`src/rtl/kgp_risc_pkg.sv`:
```
// kgp_risc_pkg: shared fetch-stage state encodings and datapath constants.
package kgp_risc_pkg;
    localparam logic [1:0] FETCH  = 2'd0;
    localparam logic [1:0] EXEC   = 2'd1;
    localparam logic [1:0] HALTED = 2'd2;
    localparam logic [1:0] FAULT  = 2'd3;
    localparam int INSTR_W = 32;
    localparam logic [INSTR_W-1:0] PC_INC = 32'd4;
endpackage

```
`src/rtl/fetch_timeout_ctr.sv`:
```
// fetch_timeout_ctr: cycles spent waiting for imem_ack; o_tc marks the last allowed cycle.
module fetch_timeout_ctr
    import kgp_risc_pkg::*;
#(
    parameter int IMEM_TIMEOUT = 16
) (
    input  logic clk,
    input  logic rst,
    input  logic i_clr,
    output logic o_tc
);
    localparam int W = $clog2(IMEM_TIMEOUT + 1);
    logic [W-1:0] r_cnt;
    always_ff @(posedge clk or negedge rst) begin
        if (!rst) r_cnt <= '0;
        else      r_cnt <= i_clr ? '0 : r_cnt + W'(1);
    end
    assign o_tc = r_cnt == W'(IMEM_TIMEOUT - 1);
endmodule

```
`src/rtl/instr_fetch.sv`:
```
// instr_fetch: KGP_RISC PC register and req/ack instruction fetch stage.
// Optional FETCH_MISALIGN_CHECK_EN faults on branch targets not word-aligned.
module instr_fetch
    import kgp_risc_pkg::*;
#(
    parameter logic [31:0] RESET_PC     = 32'h0000_0000,
    parameter int          IMEM_TIMEOUT = 16
) (
    input  logic        clk,
    input  logic        rst,
    input  logic [31:0] nextInstr,
    input  logic        stall,
    input  logic        halt,
    output logic        imem_req,
    output logic [31:0] imem_addr,
    input  logic        imem_ack,
    input  logic [31:0] imem_data,
    output logic [31:0] instr,
    output logic        instr_valid,
    output logic [31:0] pda,
    output logic [31:0] instr4,
    output logic [31:0] retired,
    output logic        fault
);
    logic [1:0]  r_state;
    logic        r_started;
    logic [31:0] r_pda;
    logic [31:0] r_instr;
    logic        r_valid;
    logic [31:0] r_retired;
    logic        r_fault;
    logic        w_fetching;
    logic        w_tc;
    logic        w_misalign;
    logic [31:0] w_next_pc;

    // Reset parks in FETCH with the request held off until the first edge after release.
    assign w_fetching  = r_started && r_state == FETCH;
    assign imem_req    = w_fetching;
    assign imem_addr   = r_pda;
    assign instr       = r_instr;
    assign instr_valid = r_valid;
    assign pda         = r_pda;
    assign instr4      = r_pda + PC_INC;
    assign retired     = r_retired;
    assign fault       = r_fault;

`ifdef FETCH_MISALIGN_CHECK_EN
    assign w_misalign = nextInstr[1:0] != 2'b00;
    assign w_next_pc  = nextInstr;
`else
    assign w_misalign = 1'b0;
    assign w_next_pc  = nextInstr & 32'hFFFF_FFFC;
`endif

    fetch_timeout_ctr #(.IMEM_TIMEOUT(IMEM_TIMEOUT)) u_timeout (
        .clk  (clk),
        .rst  (rst),
        .i_clr(!w_fetching || imem_ack),
        .o_tc (w_tc)
    );

    always_ff @(posedge clk or negedge rst) begin
        if (!rst) begin
            r_state   <= FETCH;
            r_started <= 1'b0;
            r_pda     <= RESET_PC;
            r_instr   <= '0;
            r_valid   <= 1'b0;
            r_retired <= '0;
            r_fault   <= 1'b0;
        end else if (!r_started) begin
            r_started <= 1'b1;
        end else begin
            case (r_state)
                FETCH: begin
                    if (imem_ack) begin
                        r_instr <= imem_data;
                        r_valid <= 1'b1;
                        r_state <= EXEC;
                    end else if (w_tc) begin
                        r_fault <= 1'b1;
                        r_state <= FAULT;
                    end
                end
                EXEC: begin
                    if (!stall) begin
                        r_retired <= r_retired + 32'd1;
                        r_valid   <= 1'b0;
                        if (halt) begin
                            r_state <= HALTED;
                        end else if (w_misalign) begin
                            r_fault <= 1'b1;
                            r_state <= FAULT;
                        end else begin
                            r_pda   <= w_next_pc;
                            r_state <= FETCH;
                        end
                    end
                end
                default: ;
            endcase
        end
    end
endmodule

```
`config.mk`:
```
export PLATFORM = sky130hd
export DESIGN_NAME = instr_fetch
export DESIGN_NICKNAME = d
export VERILOG_FILES = /design/src/rtl/kgp_risc_pkg.sv /design/src/rtl/fetch_timeout_ctr.sv /design/src/rtl/instr_fetch.sv
export SDC_FILE = /design/constraint.sdc
export NUM_CORES = 1
export LEC_CHECK = 0
export CORE_ASPECT_RATIO = 1.1
export CORE_MARGIN = 4
export CORE_UTILIZATION = 45
export CTS_CLUSTER_SIZE = 12
export DETAILED_ROUTE_END_ITERATION = 8
export PLACE_DENSITY = 0.91
export SYNTH_ARGS = -nofsm -noshare
export SYNTH_HDL_FRONTEND = slang
export SYNTH_HIERARCHICAL = 1
export SYNTH_SLANG_ARGS = --single-unit
```
`constraint.sdc`:
```
create_clock -name clk -period 3.3 [get_ports clk]
set_input_delay 0.495 -clock clk [delete_from_list [all_inputs] [get_ports clk]]
set_output_delay 0.495 -clock clk [all_outputs]
set_load 0.02 [all_outputs]
```
==> results.sh, run 1 <==
export IMPL_status="completed"
export IMPL_syn_mean_instance_area_um2=11.5
export IMPL_min_period_ns=3.16
export IMPL_dr_pass1_iters=6
export IMPL_first_iter_violations=184
export IMPL_nets=713
export IMPL_yosysWarningCount=6
export IMPL_routed_wl_um=13900
export IMPL_start_util_pct=46.2
export IMPL_die_area_um2=13100
export IMPL_worstPathRequired_ns=2.80
export IMPL_cts_sinks=104
export IMPL_syn_area_um2=5080
export IMPL_via_per_inst=5.11
export IMPL_postLayoutCellArea_um2=7600
export IMPL_die_x_um=109
export IMPL_fillers=813
export IMPL_r2r_slack_ns=1.37
export IMPL_ys_seq_elements=104
export IMPL_core_area_um2=11000
export IMPL_worstRegToRegCells=5
export IMPL_power_density_nw_per_um2=337
export IMPL_cts_buffers=9
export IMPL_drive_gt1_share_pct=14.7
export IMPL_rsz0062_at_grt="false"
export IMPL_critPathKind="flip-flop to output port"
export IMPL_grtUsageTotal_pct=21.0
export IMPL_rr_endpoint="imem_addr[15]"
export IMPL_period_share_pct=95.7
export IMPL_htreeDepth=3
export IMPL_routabilityCongestion=0.834
export IMPL_path_max_fanout=9
export IMPL_die_h_um=119
export IMPL_grt_max_degree=89
export IMPL_grt_first_pass_wirelength_um=21700
export IMPL_min_path_type="input port to asynchronous set/reset pin"
export IMPL_critPathArrivalTime_ns=2.66
export IMPL_endpoint_kind="output port"
export IMPL_antenna_found_initial=0
export IMPL_antenna_cells=0
export IMPL_vdd_drop_max_mv=0.296
export IMPL_synthToLayoutAreaGrowth_pct=49.4
export IMPL_maxSlewViolCount=0
export IMPL_relSlewSlack_pct=26.8
export IMPL_crit_chain="nand2_1, or4_4, nor4_4, xor2_1, clkdlybuf4s50_1"
export IMPL_vias=4044
export IMPL_synthTopCellsByArea="dfrtp_1, mux2_2, xor2_1"
export IMPL_dp_hpwl_um=10700
export IMPL_grt_pass1_vias=4249
export IMPL_clock_latency_ns=0.34
export IMPL_start_kind="flip-flop"
export IMPL_cts_clk_slew_worst_paths_ns=0.07
export IMPL_synth_top_area_share_pct=51.2
export IMPL_synth_edff_count=0
export IMPL_cts_root_buf="clkbuf_16"
export IMPL_worstReg2RegStart="r_started"
export IMPL_skew_ns=0.00776
export IMPL_async_flop_share_pct=100
export IMPL_hold_buffers=0
export IMPL_leakagePower_nw=3.51
export IMPL_crit_slowest_cell="or4_4"
export IMPL_wl_per_cell_um=17.5
export IMPL_cts_tree="built"
export IMPL_maxCapViolations=0
export IMPL_rows=40
export IMPL_dpl_cell_area_um2=7240
export IMPL_cts_buffer_depth=2
export IMPL_gr_total_overflow=0
export IMPL_setup_violations=0
export IMPL_max_freq_ghz=0.317
export IMPL_tightest_slew_ns=1.10
export IMPL_yosysSeqAreaShare_pct=51.2
export IMPL_ioPinCount=232
export IMPL_route_detailed_drc=0
export IMPL_ant_nets=0
export IMPL_fin_tns_setup_ns=0
export IMPL_synth_ff_type="dfrtp_1"
export IMPL_yosysTopAreaCell="dfrtp_1"
export IMPL_cp_slowest_stage_delay_ns=0.62
export IMPL_hold_viol=0
export IMPL_port_buffers=223
export IMPL_synth_cells=442
export IMPL_synthDistinctLibCells=40
## cells by family (layout without fill, tap and decap cells)
| group | count (synthesis) | in the layout | synth area share (%) |
|---|---|---|---|
| compound gates | 13 | 13 | 1.35 |
| xor+xnor | 60 | 60 | 10.3 |
| fa+ha+maj | 4 | 4 | 0.984 |
| buf+inv | 64 | 262 | 7.75 |
| flops | 104 | 104 | 51.2 |
| mux | 58 | 58 | 12.9 |
| other cells | 2 | 7 | 0.148 |
| simple gates | 137 | 137 | 15.3 |
## worst max path at each step
stage / slack, ns / cells past startpoint / start / endpoint
finish: 0.14 / 5 / imem_addr[12] / instr4[30]
global route: 0.02 / 6 / imem_addr[3] / instr4[26]
detailed placement: 0.27 / 5 / imem_addr[16] / instr4[31]
global placement: 0.32 / 5 / imem_addr[16] / instr4[30]
floorplan: 0.79 / 5 / imem_addr[14] / instr4[30]
CTS: 0.06 / 5 / imem_addr[16] / instr4[31]
## cells in the final DEF (no fill, tap or decap), drive strengths merged, types with 4 or more instances in the layout
master and n:
and2 5, and3 6, and4 7, buf 10, clkbuf 11, clkdlybuf4s50 221
conb 7, dfrtp 104, ha 4, inv 14, mux2 58, nand2 30
nand3 15, nand4 14, nor2 14, nor3 26, nor4 7, o21ai 11
xnor2 20, xor2 40
## registers in the layout (all words and copies together) (netlist names)
| register | flops |
|---|---|
| r_state | 2 |
| r_started | 1 |
| imem_addr | 30 |
| instr | 32 |
| fault | 1 |
| u_timeout/r_cnt | 5 |
| retired | 32 |
| instr_valid | 1 |
## power by group
part / internal, mW / switching [mW] / leakage (nW) / total [mW]
combinational: 0.0702 / 0.0445 / 1.95 / 0.115
clock: 0.705 / 0.461 / 0.165 / 1.17
sequential: 1.28 / 0.000974 / 1.39 / 1.28
total: 2.05 / 0.507 / 3.51 / 2.56
## metal layers
metal  up-vias  track usage (%)  part of all wire [%]
met5         -                0                     0
met4         0             8.42                   3.1
met3        30             4.09                   7.4
met2       153             38.4                    53
met1      1986             23.5                    36
li1       1875                -                     -
## synth_stat cells, types with 2 or more instances
cell	number
buf_2	6
mux2_2	56
nand3_1	15
nor3_1	25
nand2_1	30
ha_1	4
xor2_1	40
nor2b_1	3
nor4_4	2
and4_1	7
nand4_1	13
nor2_1	14
inv_1	14
clkbuf_1	5
and2_1	5
dfrtp_1	104
buf_4	37
o21ai_0	11
xnor2_1	20
or4_1	3
nor4_1	4
and3_1	5
conb_1	2
## cell type report
class | instances | area (µm²) | area share [%]
sequential | 104 | 2600 | 34.3
timing repair buffer | 232 | 2300 | 30.3
multi-input combinational | 279 | 2130 | 28.0
clock buffer | 11 | 253 | 3.33
tap | 147 | 184 | 2.42
clock inverter | 5 | 78.8 | 1.04
inverter | 14 | 52.6 | 0.692
## through the flow
step	utilization, %	worst slack, ns	hold WS, ns	cells	power [mW]
after floorplan	-	0.785	0.199	447	1.31
after global placement	65.8	0.319	0.442	775	1.41
after detailed placement	65.8	0.266	0.460	775	1.42
after CTS	68.8	0.0555	0.405	791	2.58
after global routing	69.0	0.0215	0.465	792	2.64
final	69.0	0.142	0.365	792	2.56
## worst max-delay path, delay by kind of cell (launching register included)
kind          cells  cell delay, ns
buf+inv           1            0.62
xor+xnor          1            0.16
flops             1            0.47
simple gates      3            1.08
## repair_timing
action | CTS | global route
endpoints found under the setup margin | 8 | 6
gates resized for setup | 1 | 3
hold endpoints to repair | 0 | 0
pin swaps | 0 | 2
buffers inserted | 0 | 1
(Power assumes the default switching activity.)
==> inputs of run 2 (changes only) <==
Settings changed: CORE_UTILIZATION 45 to 42, PLACE_DENSITY 0.91 to 0.86.
Clock period 3.3 ns to 3.1 ns, I/O delays scaled along.
==> run 2 against run 1 <==
Net effect: die area up 6.6%; hold slack got worse by 0.20 ns; cell count is 1.5% higher; global-route usage down 1.0 points; critical path type unchanged; largest cell class unchanged; largest power group unchanged.
==> results.sh, run 2 (synthesized netlist as in run 1, its figures left out) <==
export IMPL_status="completed"
export IMPL_path_delay_family="buffers and inverters"
export IMPL_antenna_found_initial=0
export IMPL_dr_pass1_iters=4
export IMPL_setup_violations=0
export IMPL_cts_sinks=104
export IMPL_start_util_pct=43.7
export IMPL_clock_power_share_pct=42.7
export IMPL_tightest_slew_ns=0.709
export IMPL_cp_num_buf_inv=2
export IMPL_placed_cells=786
export IMPL_hold_viol=0
export IMPL_crit_chain="ha_1, and4_1, nand4_1, buf_4, nor3_2, xor2_1, clkdlybuf4s50_1"
export IMPL_synthToLayoutAreaGrowth_pct=51.4
export IMPL_cts_buffers=9
export IMPL_place_ws_ns=0.209
export IMPL_fin_ws_ns=0.143
export IMPL_port_buffers=223
export IMPL_combPwrFrac_pct=4.8
export IMPL_die_x_um=113
export IMPL_antenna_cells=0
export IMPL_ant_nets=0
export IMPL_r2r_slack_ns=1.03
export IMPL_cts_buffer_depth=2
export IMPL_final_common_cell="clkdlybuf4s50_1"
export IMPL_first_iter_violations=156
export IMPL_final_util_pct=66.1
export IMPL_min_path_type="input port to asynchronous set/reset pin"
export IMPL_swShare_pct=22.8
export IMPL_nets=722
export IMPL_vias=4062
export IMPL_clock_latency_ns=0.35
export IMPL_min_period_ns=2.96
export IMPL_leakagePower_nw=3.65
export IMPL_ioPinCount=232
export IMPL_drive_gt1_share_pct=16.8
export IMPL_via_per_inst=5.05
export IMPL_p_int_mw=2.00
export IMPL_maxCapViolations=0
export IMPL_period_share_pct=95.4
export IMPL_fillers=921
export IMPL_routed_wl_um=14000
export IMPL_worstPathRequired_ns=2.63
export IMPL_crit_slowest_cell="clkdlybuf4s50_1"
export IMPL_relSlewSlack_pct=52.7
export IMPL_path_max_fanout=5
export IMPL_grt_pass1_vias=4197
export IMPL_critPathKind="flip-flop to output port"
export IMPL_routabilityCongestion=0.912
export IMPL_mostFrequentLayoutCells="clkdlybuf4s50_1, dfrtp_1, mux2_2"
export IMPL_power_density_nw_per_um2=336
export IMPL_grtUsageTotal_pct=20.0
export IMPL_cts_clk_slew_worst_paths_ns=0.07
export IMPL_wl_per_cell_um=17.4
export IMPL_fin_total_pwr_mw=2.59
export IMPL_maxSlewViolCount=0
export IMPL_die_area_um2=13900
export IMPL_grt_max_degree=55
export IMPL_start_kind="flip-flop"
export IMPL_core_area_um2=11600
export IMPL_grt_first_pass_wirelength_um=22200
export IMPL_max_freq_ghz=0.338
export IMPL_cp_slowest_stage_delay_ns=0.63
export IMPL_gr_total_overflow=0
export IMPL_route_detailed_drc=0
export IMPL_htreeDepth=3
export IMPL_cts_root_buf="clkbuf_16"
export IMPL_vdd_drop_max_mv=0.235
export IMPL_critPathArrivalTime_ns=2.49
export IMPL_seq_power_share_pct=52.4
export IMPL_fin_tns_setup_ns=0
export IMPL_power_switching_uw=591
export IMPL_cts_tree="built"
export IMPL_die_h_um=123
export IMPL_skew_ns=0.0100
export IMPL_endpoint_kind="output port"
export IMPL_rows=41
export IMPL_stdcell_count=804
export IMPL_dp_hpwl_um=10900
-- run 2: timing repair --
item                       4_1_cts  5_1_grt
cloned                           0        0
setup buffers                    0        2
hold buffers                     0        0
resized for setup                6       14
pin swaps                        0        3
setup endpoints to repair       10       13
-- run 2: layer usage --
layer	vias to the layer above	GRT usage, %	share of wire [%]
met5	-	0	0
met4	0	6.69	1.5
met3	15	3.87	7.2
met2	173	36.8	53
met1	1981	23.3	38
li1	1893	-	-
-- run 2: worst reg2reg max path, cell delays in order, from the launching register on --
cell and delay (ns):
dfrtp_1 0.40, nor4bb_1 0.31, buf_4 0.22, nand4_1 0.42, nor3_1 0.42, xor2_1 0.22
-- run 2: area by class of cell --
cell class | count | area (µm²) | area share, %
Multi-Input combinational cell | 279 | 2150 | 28.0
Clock buffer | 9 | 225 | 2.93
Timing Repair Buffer | 241 | 2410 | 31.3
Tap cell | 150 | 188 | 2.44
Inverter | 14 | 52.6 | 0.683
Clock inverter | 7 | 63.8 | 0.829
Sequential cell | 104 | 2610 | 33.8
-- run 2: power groups by stage --
stage,sequential (mW),clock [mW],combinational (mW)
finish,1.36,1.11,0.125
global route,1.36,1.19,0.135
CTS,1.36,1.14,0.127
detailed placement,1.38,0,0.126
global placement,1.38,0,0.124
floorplan,1.39,0,0.0138
-- run 2: stage by stage --
stage	hold WS, ns	cell area (µm²)
5_1_grt	0.219	7700
4_1_cts	0.191	7640
2_1_floorplan	0.169	5100
6_report	0.168	7700
3_3_place_gp	0.451	7330
3_5_place_dp	0.459	7330
-- run 2: path summary, 6_finish.rpt --
check,startpoint,to,cells past startpoint
worst max-delay path,imem_addr[2],instr4[22],7
worst min register to register,u_timeout/r_cnt[0],u_timeout/r_cnt[0],1
worst max register to register,r_state[1],retired[27],5
max in group asynchronous,rst,imem_addr[6],2
worst min-delay path,rst,retired[11],1
min in group clk,u_timeout/r_cnt[0],u_timeout/r_cnt[0],1
==> inputs of run 3 (changes only) <==
Settings changed: SKIP_LAST_GASP from default to 1.
==> run 3 against run 2 <==
Net effect: clock power hardly changed; clock-buffer cell count is the same; via count is 0.15% higher; register-to-register slack is essentially flat; wire length barely moved; critical path depth shrank 2.
==> results.sh, run 3 (synthesized netlist as in run 1, its figures left out) <==
export IMPL_maxCapViolations=0
export IMPL_combPwrFrac_pct=4.8
export IMPL_first_iter_violations=174
export IMPL_cts_buffer_depth=2
export IMPL_critPathArrivalTime_ns=2.52
export IMPL_antenna_cells=0
export IMPL_leakagePower_nw=3.66
export IMPL_power_density_nw_per_um2=337
export IMPL_routed_wl_um=14000
export IMPL_wl_per_cell_um=17.4
export IMPL_vias=4068
export IMPL_cts_clk_slew_worst_paths_ns=0.07
export IMPL_seq_power_share_pct=52.4
export IMPL_max_freq_ghz=0.335
export IMPL_worstPathRequired_ns=2.63
export IMPL_swShare_pct=22.9
export IMPL_status="completed"
export IMPL_fin_total_pwr_mw=2.59
export IMPL_final_common_cell="clkdlybuf4s50_1"
export IMPL_endpoint_kind="output port"
export IMPL_die_h_um=123
export IMPL_clock_power_share_pct=42.8
export IMPL_grt_max_degree=55
export IMPL_skew_ns=0.0100
export IMPL_nets=722
export IMPL_core_area_um2=11600
export IMPL_path_max_fanout=10
export IMPL_dr_wl_met3_um=1010
export IMPL_power_switching_uw=592
export IMPL_final_util_pct=66.1
export IMPL_start_util_pct=43.7
export IMPL_hold_viol=0
export IMPL_place_ws_ns=0.209
export IMPL_fin_ws_ns=0.117
export IMPL_tightest_slew_ns=0.711
export IMPL_die_area_um2=13900
export IMPL_die_x_um=113
export IMPL_relSlewSlack_pct=52.6
export IMPL_rsz0062_at_grt="true"
export IMPL_route_detailed_drc=0
export IMPL_ioPinCount=232
export IMPL_period_share_pct=96.2
export IMPL_topRoutingLayerUsed="met4"
export IMPL_maxSlewViolCount=0
export IMPL_clock_latency_ns=0.35
export IMPL_port_buffers=223
export IMPL_synthToLayoutAreaGrowth_pct=51.3
export IMPL_grt_first_pass_wirelength_um=22200
export IMPL_ant_nets=0
export IMPL_rows=41
export IMPL_grtUsageTotal_pct=20.0
export IMPL_dp_hpwl_um=10900
export IMPL_grt_pass1_vias=4197
export IMPL_vdd_drop_max_mv=0.235
export IMPL_start_kind="flip-flop"
export IMPL_via_per_inst=5.06
export IMPL_gr_total_overflow=0
export IMPL_cts_sinks=104
export IMPL_critPathKind="flip-flop to output port"
export IMPL_antenna_found_initial=0
export IMPL_htreeDepth=3
export IMPL_cts_buffers=9
export IMPL_cts_root_buf="clkbuf_16"
export IMPL_p_int_mw=2.00
export IMPL_drive_gt1_share_pct=16.7
export IMPL_dr_wl_met2_um=7460
export IMPL_min_path_type="input port to asynchronous set/reset pin"
export IMPL_routabilityCongestion=0.912
export IMPL_mostFrequentLayoutCells="clkdlybuf4s50_1, dfrtp_1, mux2_2"
export IMPL_cts_tree="built"
export IMPL_wl_met1_um=5310
export IMPL_setup_violations=0
export IMPL_min_period_ns=2.98
export IMPL_dr_pass1_iters=4
-- run 3: power by group through the flow --
stage | Combinational (mW) | Sequential (mW) | Clock [mW]
floorplan | 0.0138 | 1.39 | 0
global placement | 0.124 | 1.38 | 0
detailed placement | 0.126 | 1.38 | 0
CTS | 0.127 | 1.36 | 1.14
global route | 0.135 | 1.36 | 1.19
finish | 0.125 | 1.36 | 1.11
-- run 3: area by class of cell --
cell class	instances	area, µm²
clock inverters	7	63.8
multi-input cells	279	2150
flip-flops and latches	104	2600
clock buffers	9	225
repair buffers	241	2410
inverters	14	52.6
well taps	150	188
fillers	921	3950
-- run 3: metrics by stage --
step / area (µm²) / std cells / TNS, ns / hold WS [ns]
floorplan: 5100 / 447 / 0 / 0.169
global placement: 7330 / 786 / 0 / 0.451
detailed placement: 7330 / 786 / 0 / 0.459
CTS: 7640 / 802 / 0 / 0.191
global route: 7690 / 804 / -0.0241 / 0.219
finish: 7690 / 804 / 0 / 0.165
-- run 3: final timing paths --
path | start | to | slack [ns] | cells after the start
worst max-delay path | imem_addr[5] | instr4[19] | 0.12 | 5
worst min-delay path | rst | retired[11] | 0.17 | 1
worst max register to register | r_state[1] | retired[27] | 1.03 | 5
worst min register to register | u_timeout/r_cnt[0] | u_timeout/r_cnt[0] | 0.47 | 1
max in group asynchronous | rst | imem_addr[6] | 2.18 | 2
min in group clk | u_timeout/r_cnt[0] | u_timeout/r_cnt[0] | 0.47 | 1
-- run 3: layer usage --
metal	vias to the layer above	track usage [%]
li1	1890	-
met1	1988	23.3
met2	175	36.8
met3	15	3.87
met4	0	6.69
met5	-	0
-- run 3: critical path, cell delays in order, from the launching register on --
cell             delay, ns
dfrtp_1               0.47
and4_2                0.33
nand4_4               0.24
nor4_2                0.36
xor2_1                0.16
clkdlybuf4s50_1       0.62
-- run 3: what timing repair did --
action	4_1_cts	5_1_grt
hold buffers	0	0
endpoints found under the setup margin	10	13
pin swaps	0	2
buffers inserted	0	2
gates resized for setup	6	12
==> variant, RTL diff (settings of run 1) <==
`IMEM_TIMEOUT` is set to 16 in 2 places; all go to 32.
--- a/src/rtl/fetch_timeout_ctr.sv
+++ b/src/rtl/fetch_timeout_ctr.sv
@@ -2,7 +2,7 @@
 module fetch_timeout_ctr
     import kgp_risc_pkg::*;
 #(
-    parameter int IMEM_TIMEOUT = 16
+    parameter int IMEM_TIMEOUT = 32
 ) (
     input  logic clk,
     input  logic rst,
--- a/src/rtl/instr_fetch.sv
+++ b/src/rtl/instr_fetch.sv
@@ -4,7 +4,7 @@
     import kgp_risc_pkg::*;
 #(
     parameter logic [31:0] RESET_PC     = 32'h0000_0000,
-    parameter int          IMEM_TIMEOUT = 16
+    parameter int          IMEM_TIMEOUT = 32
 ) (
     input  logic        clk,
     input  logic        rst,
Function: same outputs for any inputs over 10 cycles, from zero or initial values and one cycle with rst low; that may be too few to reach the edited logic, so the function may still have changed.
==> variant against run 1 <==
- cell count up 0.63%
- critical endpoint is now instr4[25]
- routed wire length down 0.67%
- utilization up 0.30 points
- setup slack worse by 0.071 ns
- total power down 4.0%
- sequential cell count up 1
- cell area up 0.43%
- largest power group unchanged
- critical path type unchanged
- synthesized area up 0.71%
==> variant: results (changes against run 1) <==
<table>
<tr><th>Metric</th><th>Value</th></tr>
<tr><th colspan="2">Outcome</th></tr>
<tr><td>Status</td><td>completed</td></tr>
<tr><th colspan="2">Place</th></tr>
<tr><td>Routability cong.</td><td>0.802 (-3.9%)</td></tr>
<tr><td>Minimum setup slack after placement</td><td>0.227 ns (-0.0388 ns)</td></tr>
<tr><td>Cells after DPL</td><td>780 (+0.65%)</td></tr>
<tr><th colspan="2">Drt</th></tr>
<tr><td>Length of the first detailed-routing pass in iterations</td><td>4 (-2)</td></tr>
<tr><th colspan="2">STA</th></tr>
<tr><td>Final worst hold slack</td><td>0.184 ns (-0.181 ns)</td></tr>
<tr><td>Fin Clk Skew</td><td>0.00544 ns (-0.00233 ns)</td></tr>
<tr><td>Worst rel slew slack</td><td>54.7% (+28 points)</td></tr>
<tr><th colspan="2">Final layout</th></tr>
<tr><td>Finished Layout Cells</td><td>797 (+0.63%)</td></tr>
<tr><td>Fill cell instance count of the final layout</td><td>817 (+0.49%)</td></tr>
<tr><td>Non-clock inverters</td><td>13 (-1)</td></tr>
<tr><td>Share of post-route cells with drive strength above 1</td><td>14.9% (+0.19 points)</td></tr>
<tr><td>Multi-input logic cell count</td><td>284 (+1.8%)</td></tr>
<tr><td>Multi-input gate area in the final layout</td><td>0.00215 mm2 (+1.1%)</td></tr>
<tr><th colspan="2">GRT</th></tr>
<tr><td>All-layer global routing usage</td><td>20.9% (-0.086 points)</td></tr>
<tr><td>M1 GR Usage</td><td>23.0% (-0.52 points)</td></tr>
<tr><td>Met3 Usage GRT</td><td>4.68% (+0.59 points)</td></tr>
<tr><td>Global-route wire length before repair</td><td>21700 um (-0.22%)</td></tr>
<tr><td>Met2 global-route usage</td><td>39.2% (+0.73 points)</td></tr>
<tr><td>Vias in the first global route</td><td>4225 (-0.56%)</td></tr>
<tr><th colspan="2">Synthesis</th></tr>
<tr><td>Mux contribution to synthesized area</td><td>12.5% (-0.38 points)</td></tr>
<tr><td>Synth Area in XOR/XNOR</td><td>10.6% (+0.27 points)</td></tr>
<tr><td>Top cells by instance count after synthesis</td><td>105 x sky130_fd_sc_hd__dfrtp_1, 56 x sky130_fd_sc_hd__mux2_2, 42 x sky130_fd_sc_hd__xor2_1, 37 x sky130_fd_sc_hd__buf_4, 32 x sky130_fd_sc_hd__nand2_1</td></tr>
<tr><td>Number of standard cells after synthesis</td><td>447 (+1.1%)</td></tr>
<tr><td>Compound-gate portion of the synthesized area</td><td>1.54% (+0.19 points)</td></tr>
<tr><td>Post-synthesis adder-cell area fraction</td><td>0.733% (-0.25 points)</td></tr>
<tr><td>Register bit count reported by yosys</td><td>105 (+0.96%)</td></tr>
<tr><th colspan="2">Floorplan</th></tr>
<tr><td>Effective utilization at floorplan</td><td>46.5% (+0.33 points)</td></tr>
<tr><th colspan="2">Power</th></tr>
<tr><td>Reg power frac</td><td>52.5% (+2.6 points)</td></tr>
<tr><td>Clock-net power</td><td>0.00105 W (-10%)</td></tr>
<tr><th colspan="2">Worst setup path</th></tr>
<tr><td>Critical Path Source</td><td>imem_addr[17]</td></tr>
</table>
variant: per-stage QoR:
| step | total power (W) | cell area [um2] | setup TNS [ns] |
|---|---|---|---|
| 2_1_floorplan | 0.00133 | 5140 | 0 |
| 3_3_place_gp | 0.00143 | 7290 | 0 |
| 3_5_place_dp | 0.00143 | 7290 | 0 |
| 4_1_cts | 0.00249 | 7590 | 0 |
| 5_1_grt | 0.00256 | 7630 | -0.00988 |
| 6_report | 0.00246 | 7630 | 0 |
variant: repair_timing:
item / 4_1_cts / 5_1_grt
pin swaps: 0 / 1
buffers inserted: 0 / 1
gates resized for setup: 1 / 10
endpoints found under the setup margin: 8 / 14
variant: critical path, stage by stage, from the launching register on:
cell	delay (ns)
sky130_fd_sc_hd__dfrtp_1	0.46
sky130_fd_sc_hd__nand4_1	0.18
sky130_fd_sc_hd__or4_4	0.68
sky130_fd_sc_hd__nor3_2	0.25
sky130_fd_sc_hd__xor2_1	0.19
sky130_fd_sc_hd__clkdlybuf4s50_1	0.63
